[src/rtl/sat_pkg.sv]
// Shared SAT-engine constants: literal encoding, loader error codes and FSM states.
package sat_pkg;

  localparam logic [1:0] LIT_NONE = 2'b00;
  localparam logic [1:0] LIT_POS  = 2'b01;
  localparam logic [1:0] LIT_NEG  = 2'b10;
  localparam logic [1:0] LIT_ILL  = 2'b11;

  localparam logic [1:0] ERR_NONE     = 2'd0;
  localparam logic [1:0] ERR_ILLEGAL  = 2'd1;
  localparam logic [1:0] ERR_EMPTY    = 2'd2;
  localparam logic [1:0] ERR_READBACK = 2'd3;

  typedef enum logic [2:0] {
    ST_IDLE,
    ST_LOAD,
    ST_WRITE,
    ST_CHECK,
    ST_CLEAR,
    ST_DONE
  } loader_state_t;

endpackage

[src/rtl/clause_lit_check.sv]
// Combinational clause sanity check: any illegal literal, or no literal present at all.
module clause_lit_check
  import sat_pkg::*;
#(
  parameter int unsigned NUM_LITS = 8
) (
  input  logic [NUM_LITS*2-1:0] lits,
  output logic                  illegal_c,
  output logic                  empty_c
);

  // Scan every 2-bit literal field
  always_comb begin
    illegal_c = 1'b0;
    empty_c   = 1'b1;
    for (int i = 0; i < int'(NUM_LITS); i++) begin
      if (lits[2*i +: 2] == LIT_ILL)  illegal_c = 1'b1;
      if (lits[2*i +: 2] != LIT_NONE) empty_c   = 1'b0;
    end
  end

endmodule

[src/rtl/clause_loader.sv]
// Loads clauses from the host stream into a clause-array bank, verifies each row
// by readback and zero-fills the unused rows.
module clause_loader
  import sat_pkg::*;
#(
  parameter int unsigned NUM_LITS    = 8,
  parameter int unsigned NUM_CLAUSES = 8,
  parameter int unsigned WIDTH_CNT   = $clog2(NUM_CLAUSES + 1)
) (
  input  logic                              clk,
  input  logic                              rst,
  input  logic                              start_i,
  input  logic [WIDTH_CNT-1:0]              num_clauses_i,
  input  logic                              clause_valid_i,
  output logic                              clause_ready_o,
  input  logic [NUM_LITS*2-1:0]             clause_lits_i,
  output logic [NUM_CLAUSES-1:0]            wr_o,
  output logic [NUM_LITS*2-1:0]             lit_o,
  input  logic [NUM_CLAUSES*NUM_LITS*2-1:0] lit_rd_i,
  output logic                              busy_o,
  output logic                              done_o,
  output logic                              err_o,
  output logic [1:0]                        err_code_o
);

  localparam int unsigned LW = NUM_LITS * 2;

  loader_state_t          state_q;
  logic [WIDTH_CNT-1:0]   cnt_q;
  logic [WIDTH_CNT-1:0]   row_q;
  logic [LW-1:0]          lits_q;
  logic [WIDTH_CNT-1:0]   cnt_clamp_c;
  logic [WIDTH_CNT-1:0]   row_nxt_c;
  logic [LW-1:0]          rd_row_c;
  logic                   illegal_c;
  logic                   empty_c;

  clause_lit_check #(.NUM_LITS(NUM_LITS)) u_check (
    .lits      (clause_lits_i),
    .illegal_c (illegal_c),
    .empty_c   (empty_c)
  );

  assign cnt_clamp_c = (num_clauses_i > WIDTH_CNT'(NUM_CLAUSES)) ? WIDTH_CNT'(NUM_CLAUSES)
                                                                 : num_clauses_i;
  assign row_nxt_c   = row_q + WIDTH_CNT'(1);

  // Select the readback word of the row currently being verified
  always_comb begin
    rd_row_c = '0;
    for (int r = 0; r < int'(NUM_CLAUSES); r++) begin
      if (row_q == WIDTH_CNT'(r)) rd_row_c = lit_rd_i[r*LW +: LW];
    end
  end

  // Loader FSM; every output is set up one cycle ahead so it lines up with its state
  always_ff @(posedge clk or negedge rst) begin
    if (!rst) begin
      state_q        <= ST_IDLE;
      cnt_q          <= '0;
      row_q          <= '0;
      lits_q         <= '0;
      clause_ready_o <= 1'b0;
      wr_o           <= '0;
      lit_o          <= '0;
      busy_o         <= 1'b0;
      done_o         <= 1'b0;
      err_o          <= 1'b0;
      err_code_o     <= ERR_NONE;
    end else begin
      done_o <= 1'b0;
      wr_o   <= '0;
      lit_o  <= '0;
      case (state_q)
        ST_IDLE: begin
          if (start_i) begin
            cnt_q      <= cnt_clamp_c;
            row_q      <= '0;
            err_o      <= 1'b0;
            err_code_o <= ERR_NONE;
            busy_o     <= 1'b1;
            if (cnt_clamp_c == '0) begin
              state_q <= ST_CLEAR;
              wr_o    <= NUM_CLAUSES'(1);
            end else begin
              state_q        <= ST_LOAD;
              clause_ready_o <= 1'b1;
            end
          end
        end
        ST_LOAD: begin
          if (clause_valid_i && clause_ready_o) begin
            clause_ready_o <= 1'b0;
            lits_q         <= clause_lits_i;
            if (illegal_c) begin
              err_o      <= 1'b1;
              err_code_o <= ERR_ILLEGAL;
              done_o     <= 1'b1;
              state_q    <= ST_DONE;
            end else if (empty_c) begin
              err_o      <= 1'b1;
              err_code_o <= ERR_EMPTY;
              done_o     <= 1'b1;
              state_q    <= ST_DONE;
            end else begin
              wr_o    <= NUM_CLAUSES'(1) << row_q;
              lit_o   <= clause_lits_i;
              state_q <= ST_WRITE;
            end
          end
        end
        ST_WRITE: begin
          state_q <= ST_CHECK;
        end
        ST_CHECK: begin
          if (rd_row_c != lits_q) begin
            err_o      <= 1'b1;
            err_code_o <= ERR_READBACK;
            done_o     <= 1'b1;
            state_q    <= ST_DONE;
          end else begin
            row_q <= row_nxt_c;
            if (row_nxt_c == cnt_q) begin
              wr_o    <= NUM_CLAUSES'(1) << row_nxt_c;
              state_q <= ST_CLEAR;
            end else begin
              clause_ready_o <= 1'b1;
              state_q        <= ST_LOAD;
            end
          end
        end
        ST_CLEAR: begin
          lits_q <= '0;
          if (row_q == WIDTH_CNT'(NUM_CLAUSES)) begin
            done_o  <= 1'b1;
            state_q <= ST_DONE;
          end else begin
            row_q <= row_nxt_c;
            wr_o  <= NUM_CLAUSES'(1) << row_nxt_c;
          end
        end
        ST_DONE: begin
          busy_o  <= 1'b0;
          state_q <= ST_IDLE;
        end
        default: begin
          busy_o         <= 1'b0;
          clause_ready_o <= 1'b0;
          state_q        <= ST_IDLE;
        end
      endcase
    end
  end

endmodule
[config.mk]
export PLATFORM = sky130hd
export DESIGN_NAME = clause_loader
export DESIGN_NICKNAME = d
export VERILOG_FILES = /design/src/rtl/sat_pkg.sv /design/src/rtl/clause_lit_check.sv /design/src/rtl/clause_loader.sv
export SDC_FILE = /design/constraint.sdc
export NUM_CORES = 1
export LEC_CHECK = 0
export BUFFER_PORTS_ARGS = -buffer_cell sky130_fd_sc_hd__buf_2
export CAP_MARGIN = 20
export CORE_ASPECT_RATIO = 1.25
export CORE_UTILIZATION = 40
export CTS_BUF_LIST = sky130_fd_sc_hd__clkbuf_4 sky130_fd_sc_hd__clkbuf_8
export DETAILED_ROUTE_END_ITERATION = 10
export GPL_TIMING_DRIVEN = 0
export HOLD_SLACK_MARGIN = 0.08
export PLACE_DENSITY = 0.75
export SYNTH_ARGS = -nofsm -noshare
export SYNTH_HDL_FRONTEND = slang
export SYNTH_SLANG_ARGS = --single-unit
[constraint.sdc]
create_clock -name clk -period 7.42 [get_ports clk]
set_input_delay 1.484 -clock clk [delete_from_list [all_inputs] [get_ports clk]]
set_output_delay 1.484 -clock clk [all_outputs]
set_load 0.02 [all_outputs]
Word-level counts from Yosys, hierarchy flattened
Index checks and enable logic that the tools add are counted.

cells by class
  add/subtract/negate cells = 1
  $lt $le $gt $ge = 1
  equal/unequal tests = 32
  shift operators = 2
  mux-type cells = 79
  bitwise gates (word level) = 2
  reduce and logical (&&, ||, !) cells = 24

operator list
  cell                                                                    count
  16-bit two-way mux                                                      13
  8-bit two-way mux                                                       6
  1-bit two-way mux                                                       34
  16-bit one-hot mux with 2 select lines                                  1
  8-bit one-hot mux with 4 select lines                                   1
  3-bit two-way mux                                                       8
  2-bit nonzero test                                                      9
  2-bit equality test (second input constant)                             8
  4-bit by 3-bit equality test with 1-bit output (second input constant)  4
  4-bit two-way mux                                                       4
  16-bit != test                                                          1
  2-bit != test (second input constant)                                   8
  1-bit by 4-bit << shifter with 8-bit output (first input constant)      2
  3-bit one-hot mux with 5 select lines                                   1
  4-bit one-hot mux with 3 select lines                                   1
  2-bit two-way mux                                                       5
  4-bit by 2-bit equality test with 1-bit output (second input constant)  2
  4-bit zero test                                                         2
  3-bit by 2-bit equality test with 1-bit output (second input constant)  2
  3-bit equality test (second input constant)                             2
  1-bit one-hot mux with 3 select lines                                   2
  2-bit one-hot mux with 3 select lines                                   1
  2-bit AND reduction                                                     3
  6-bit AND reduction                                                     1
  other kinds (18)                                                        20

word-level totals
  flip-flop bits (word level) = 57
  bits of input ports = 152
  output and inout port bits = 30
  word-level logic and storage cells = 152

Logic depth before layout (Yosys ltp)
  depth in word-level cells = 13
  mapped depth = 13
  mapped depth without buffers = 10

By module
Synthesis repeated with hierarchy kept, for this count alone.

second synthesis, totals
  cell total of the unflattened synthesis = 645
  area, all modules = 4828.4 µm²

modules (own cells, without submodules)
  module            times used  cells an instance  area each (µm²)  seq. area each (µm²)
  clause_loader     1           635                4758.3           1426.4
  clause_lit_check  1           10                 70.1             0.0

Worst setup path after synthesis
No wires, ideal clock.

  path type = input to register
  from = in lit_rd_i[31]
  to = reg wr_o[0]
  setup time = 0.067 ns
  arrival = 3.449 ns
  slack = 3.904 ns
  stages on the path = 8
  cells stage by stage = a21oi_1 -> a221oi_2 -> a2111o_1 -> o211a_1 -> a2111oi_4 -> nand4_4 -> nor4_4 -> a41o_1

on the way
  cells in the longest elaborated chain, start to end = 10

ends and longest elaborated chain
  item                                   RTL line              RTL
  from (decl)                            clause_loader.sv:19   input logic [NUM_CLAUSES*NUM_LITS*2-1:0] lit_rd_i,
  16-bit two-way mux (7 in series)       clause_loader.sv:52   if (row_q == WIDTH_CNT'(r)) rd_row_c = lit_rd_i[r*LW +: LW];
  16-bit != test                         clause_loader.sv:116  if (rd_row_c != lits_q) begin
  8-bit two-way mux                      clause_loader.sv:116
  8-bit one-hot mux with 4 select lines  clause_loader.sv:74   case (state_q)
  to (signal assigned)                   clause_loader.sv:106  wr_o <= NUM_CLAUSES'(1) << row_q;
  to (signal assigned)                   clause_loader.sv:124  wr_o <= NUM_CLAUSES'(1) << row_nxt_c;
  to (signal assigned)                   clause_loader.sv:139  wr_o <= NUM_CLAUSES'(1) << row_nxt_c;
  to (decl)                              clause_loader.sv:17   output logic [NUM_CLAUSES-1:0] wr_o,

Every way passes these cells.
A chain may end at the register's enable or synchronous reset.

Worst setup path after layout
  from = reg row_q[1]
  to = reg wr_o[5]

on the way
  cells in the longest elaborated chain, start to end = 12
  elaborated cells on any way between the ends = 29
  those cells by class = add/sub: 1; eq/ne: 10; shift: 2; mux: 15; reduce/logical: 1

ends and longest elaborated chain
  item                                       RTL line              RTL
  from (decl)                                clause_loader.sv:30   logic [WIDTH_CNT-1:0] row_q;
  from (signal assigned)                     clause_loader.sv:122  row_q <= row_nxt_c;
  from (signal assigned)                     clause_loader.sv:138  row_q <= row_nxt_c;
  4-bit zero test                            clause_loader.sv:52
  16-bit two-way mux (8 in series)           clause_loader.sv:52
  16-bit != test                             clause_loader.sv:116
  8-bit two-way mux                          clause_loader.sv:116
  8-bit one-hot mux with 4 select lines (*)  clause_loader.sv:74

Mark *: on every way between the ends. The rest lies on a longest branch, timed or not.

==> impl_metrics.py <==
metrics = {
    "route": {
        "wire_per_inst_um": 19.0,
        "drtAntennaViolNets": 0,
        "num_vias": 5731,
        "highest_layer": "met5",
        "met1Wirelength_um": 7350,
        "viasPerCell": 5.85,
        "drt_iter0_drc": 448,
        "dr.pass1.iters": 5,
        "route.met3.wl_um": 1570,
        "drt_wl_total_um": 18600,
        "wl_met2_um": 8720,
        "post-route-drc-count": 0,
    },
    "clock_tree": {
        "ctsHoldBuffers": 0,
        "ctsResizeCount": 0,
        "postCtsSetupBuffers": 0,
        "clockBufferDepth": 2,
        "cts_tree": "yes",
        "cts_sinks": 57,
        "path_clk_slew_ps": 70,
        "root_buffer": "clkbuf_8",
        "clock_latency_ps": 340,
        "numCtsBuffers": 9,
        "htree_num_levels": 3,
    },
    "grt": {
        "grt_max_degree": 30,
        "grt_usage": 0.297,
        "grt_pass1_vias": 5367,
        "grt_antenna_before_repair": 1,
        "grt_pass1_wl_um": 28400,
        "grt_remaining_overflow": 0,
    },
    "final_layout": {
        "multi_input_area_um2": 3060,
        "drive_gt1_frac": 0.278,
        "antennaDiodeCount": 0,
        "fin_nets": 973,
        "areaGrowthSynthToFinish_pct": 28.2,
        "fin_util": 0.529,
        "seq_area_um2": 1430,
        "n_fill_cell": 1190,
    },
    "die": {
        "dieArea_um2": 12500,
        "die_x_um": 100,
        "row_count": 44,
        "coreArea_um2": 11700,
        "num_io_pins": 182,
        "die_h_um": 125,
        "initial_core_util": 0.413,
    },
    "status": {
        "status": "finished clean",
    },
    "critical_path": {
        "regToRegStartpoint": "row_q[1]",
        "cp_max_fo": 10,
        "cp-start-kind": "flip-flop",
        "cp.required_ps": 7680,
        "slowest_delay_ps": 740,
        "path_cells": "inv_1 > ha_1 > buf_2 > nand2b_1 > a21oi_1 > o32ai_1 > mux2i_1 > a2111oi_4 > nand4_4 > nor4_4 > a41o_1",
        "critPathArrivalTime_ps": 4380,
        "critPathLaunch": "row_q[1]",
        "end_kind": "flip-flop",
        "worstSetupPathType": "flip-flop to flip-flop",
        "critical_path.slowest_cell": "o32ai_1",
    },
    "pwr": {
        "comb_power_share": 0.602,
        "p_seq_frac": 0.223,
        "swShare": 0.473,
        "clkPwrFrac": 0.175,
        "p_int_mw": 1.00,
        "peakVddDrop_mv": 0.145,
        "p_switching_uw": 901,
        "power_per_cell_area_nw_per_um2": 309,
        "p_total_mw": 1.91,
        "p_leak_nw": 3.02,
    },
    "synthesis": {
        "synth_seq_area_share": 0.296,
        "ys.flop_type": "dfrtp_1",
        "synthTopCellsByArea": "dfrtp_1 (30%), nand2_1 (6.7%), a21oi_1 (6.4%), nor2_1 (3.1%), a221oi_1 (2.5%)",
        "synth_seq_cells": 57,
        "syn-num-nets": 780,
        "yosys_warnings": 0,
        "synth_top_area_share": 0.296,
        "synthTopCellsByCount": "nand2_1 (86), a21oi_1 (62), dfrtp_1 (57)",
        "ys_types": 68,
        "synth_edf_count": 0,
        "yosys.area.top_type": "dfrtp_1",
        "avgSynthCellArea_um2": 7.77,
        "synthArstFlopShare": 1.00,
        "syn_area_um2": 4810,
        "synth.most_common_cell": "nand2_1",
        "syn_inst": 620,
    },
    "placed_design": {
        "pre_cts_ws_ps": 3390,
        "place_hpwl_um": 14600,
        "place.gp.congestion": 1.01,
        "portBuffers": 181,
    },
    "timing": {
        "fin_ws_ps": 3300,
        "relSlewSlack": 0.402,
        "rsz0062_at_grt": "no",
        "drv_slew": 0,
        "hold_violations": 0,
        "setup_viol": 0,
        "fin_tns_setup_ps": 0,
        "post-route-period-util": 0.555,
        "layout_min_cycle_time_ps": 4120,
        "max_freq_mhz": 243,
        "worst_pin_slew_ps": 894,
        "skew_ps": 6.69,
    },
    "min_path": {
        "min_path_type": "flip-flop to flip-flop",
        "min-delay-start": "err_o",
    },
    "job": {
        "maxCapViolCount": 0,
    },
}
[layout make-up]
type                       instances  share of cell area
inverter                          22              0.0134
multi-input combinational        488               0.496
sequential                        57               0.231
tap                              161              0.0326
timing repair buffer             182               0.150
buffer                            53              0.0393
clock buffer                      11              0.0245
clock inverter                     5              0.0126
[routing by layer]
metal,vias to the layer above,GRT usage
met5,-,0
met4,2,0.170
met3,50,0.0561
met2,319,0.488
met1,2657,0.359
li1,2703,-
[worst max-delay path, delay by kind of cell, from the launching register on]
family,cells,cell delay (ps)
fa+ha+maj,1,250
buf+inv,2,450
compound gates,4,1530
simple gates,3,1090
flops,1,470
mux,1,250
[through the flow]
step	std cells	cell area [um^2]	hold WS, ps
2_1_floorplan	620	4810	466
3_3_place_gp	962	5920	474
3_5_place_dp	963	5940	482
4_1_cts	979	6170	503
5_1_grt	979	6170	526
6_report	979	6170	504
[sequential cells by signal, summed over array words and instances, names as in the netlist]
register / cells
busy_o: 1
clause_ready_o: 1
cnt_q: 4
done_o: 1
err_code_o: 2
err_o: 1
lit_o: 16
lits_q: 16
row_q: 4
state_q: 3
wr_o: 8
[worst paths after layout]
kind | cells after the start | endpoint | slack (ps)
hold reg to reg | 2 | err_o | 500
setup reg to reg | 11 | wr_o[5] | 3300
max in group asynchronous | 2 | wr_o[0] | 5650
hold / removal | 2 | err_o | 500
setup / recovery | 11 | wr_o[5] | 3300
min in group asynchronous | 1 | lit_o[3] | 1180
[power groups by stage]
stage | Clock (mW) | Sequential (mW) | Combinational (mW)
2_1_floorplan | 0 | 0.441 | 0.772
3_3_place_gp | 0 | 0.427 | 1.11
3_5_place_dp | 0 | 0.429 | 1.12
4_1_cts | 0.339 | 0.424 | 1.13
5_1_grt | 0.353 | 0.432 | 1.25
6_report | 0.333 | 0.424 | 1.15
[cell usage in the layout, fill, tap and decap left out, types with 6 or more instances in the layout]
cell | netlist | layout
ha_1 | 8 | 8
buf_2 | 14 | 195
clkbuf_8 | 0 | 11
nor2_1 | 40 | 40
a211oi_1 | 15 | 15
and3_1 | 17 | 17
inv_1 | 18 | 18
nand3_1 | 18 | 18
a22oi_1 | 6 | 6
nand4_1 | 12 | 12
nor3_1 | 14 | 14
dfrtp_1 | 57 | 57
a31oi_1 | 9 | 9
o211ai_1 | 7 | 7
xnor2_1 | 13 | 13
nand2_1 | 86 | 86
clkbuf_1 | 23 | 23
o21ai_0 | 23 | 23
a21o_1 | 10 | 10
nand3b_1 | 10 | 10
o221ai_1 | 6 | 6
o32ai_1 | 6 | 6
buf_1 | 11 | 11
a21oi_1 | 62 | 62
nand2b_1 | 10 | 10
a41o_1 | 7 | 7
a221oi_1 | 14 | 14
xor2_1 | 9 | 9
[kinds of logic (layout without fill, tap and decap cells)]
family,after synthesis,after routing,synth area share
compound gates,209,209,0.304
xor+xnor,23,23,0.0434
buf+inv,75,273,0.0676
simple gates,244,244,0.260
mux,4,4,0.00832
flops,57,57,0.296
fa+ha+maj,8,8,0.0208
No activity file was read; power rests on OpenSTA's default activity.
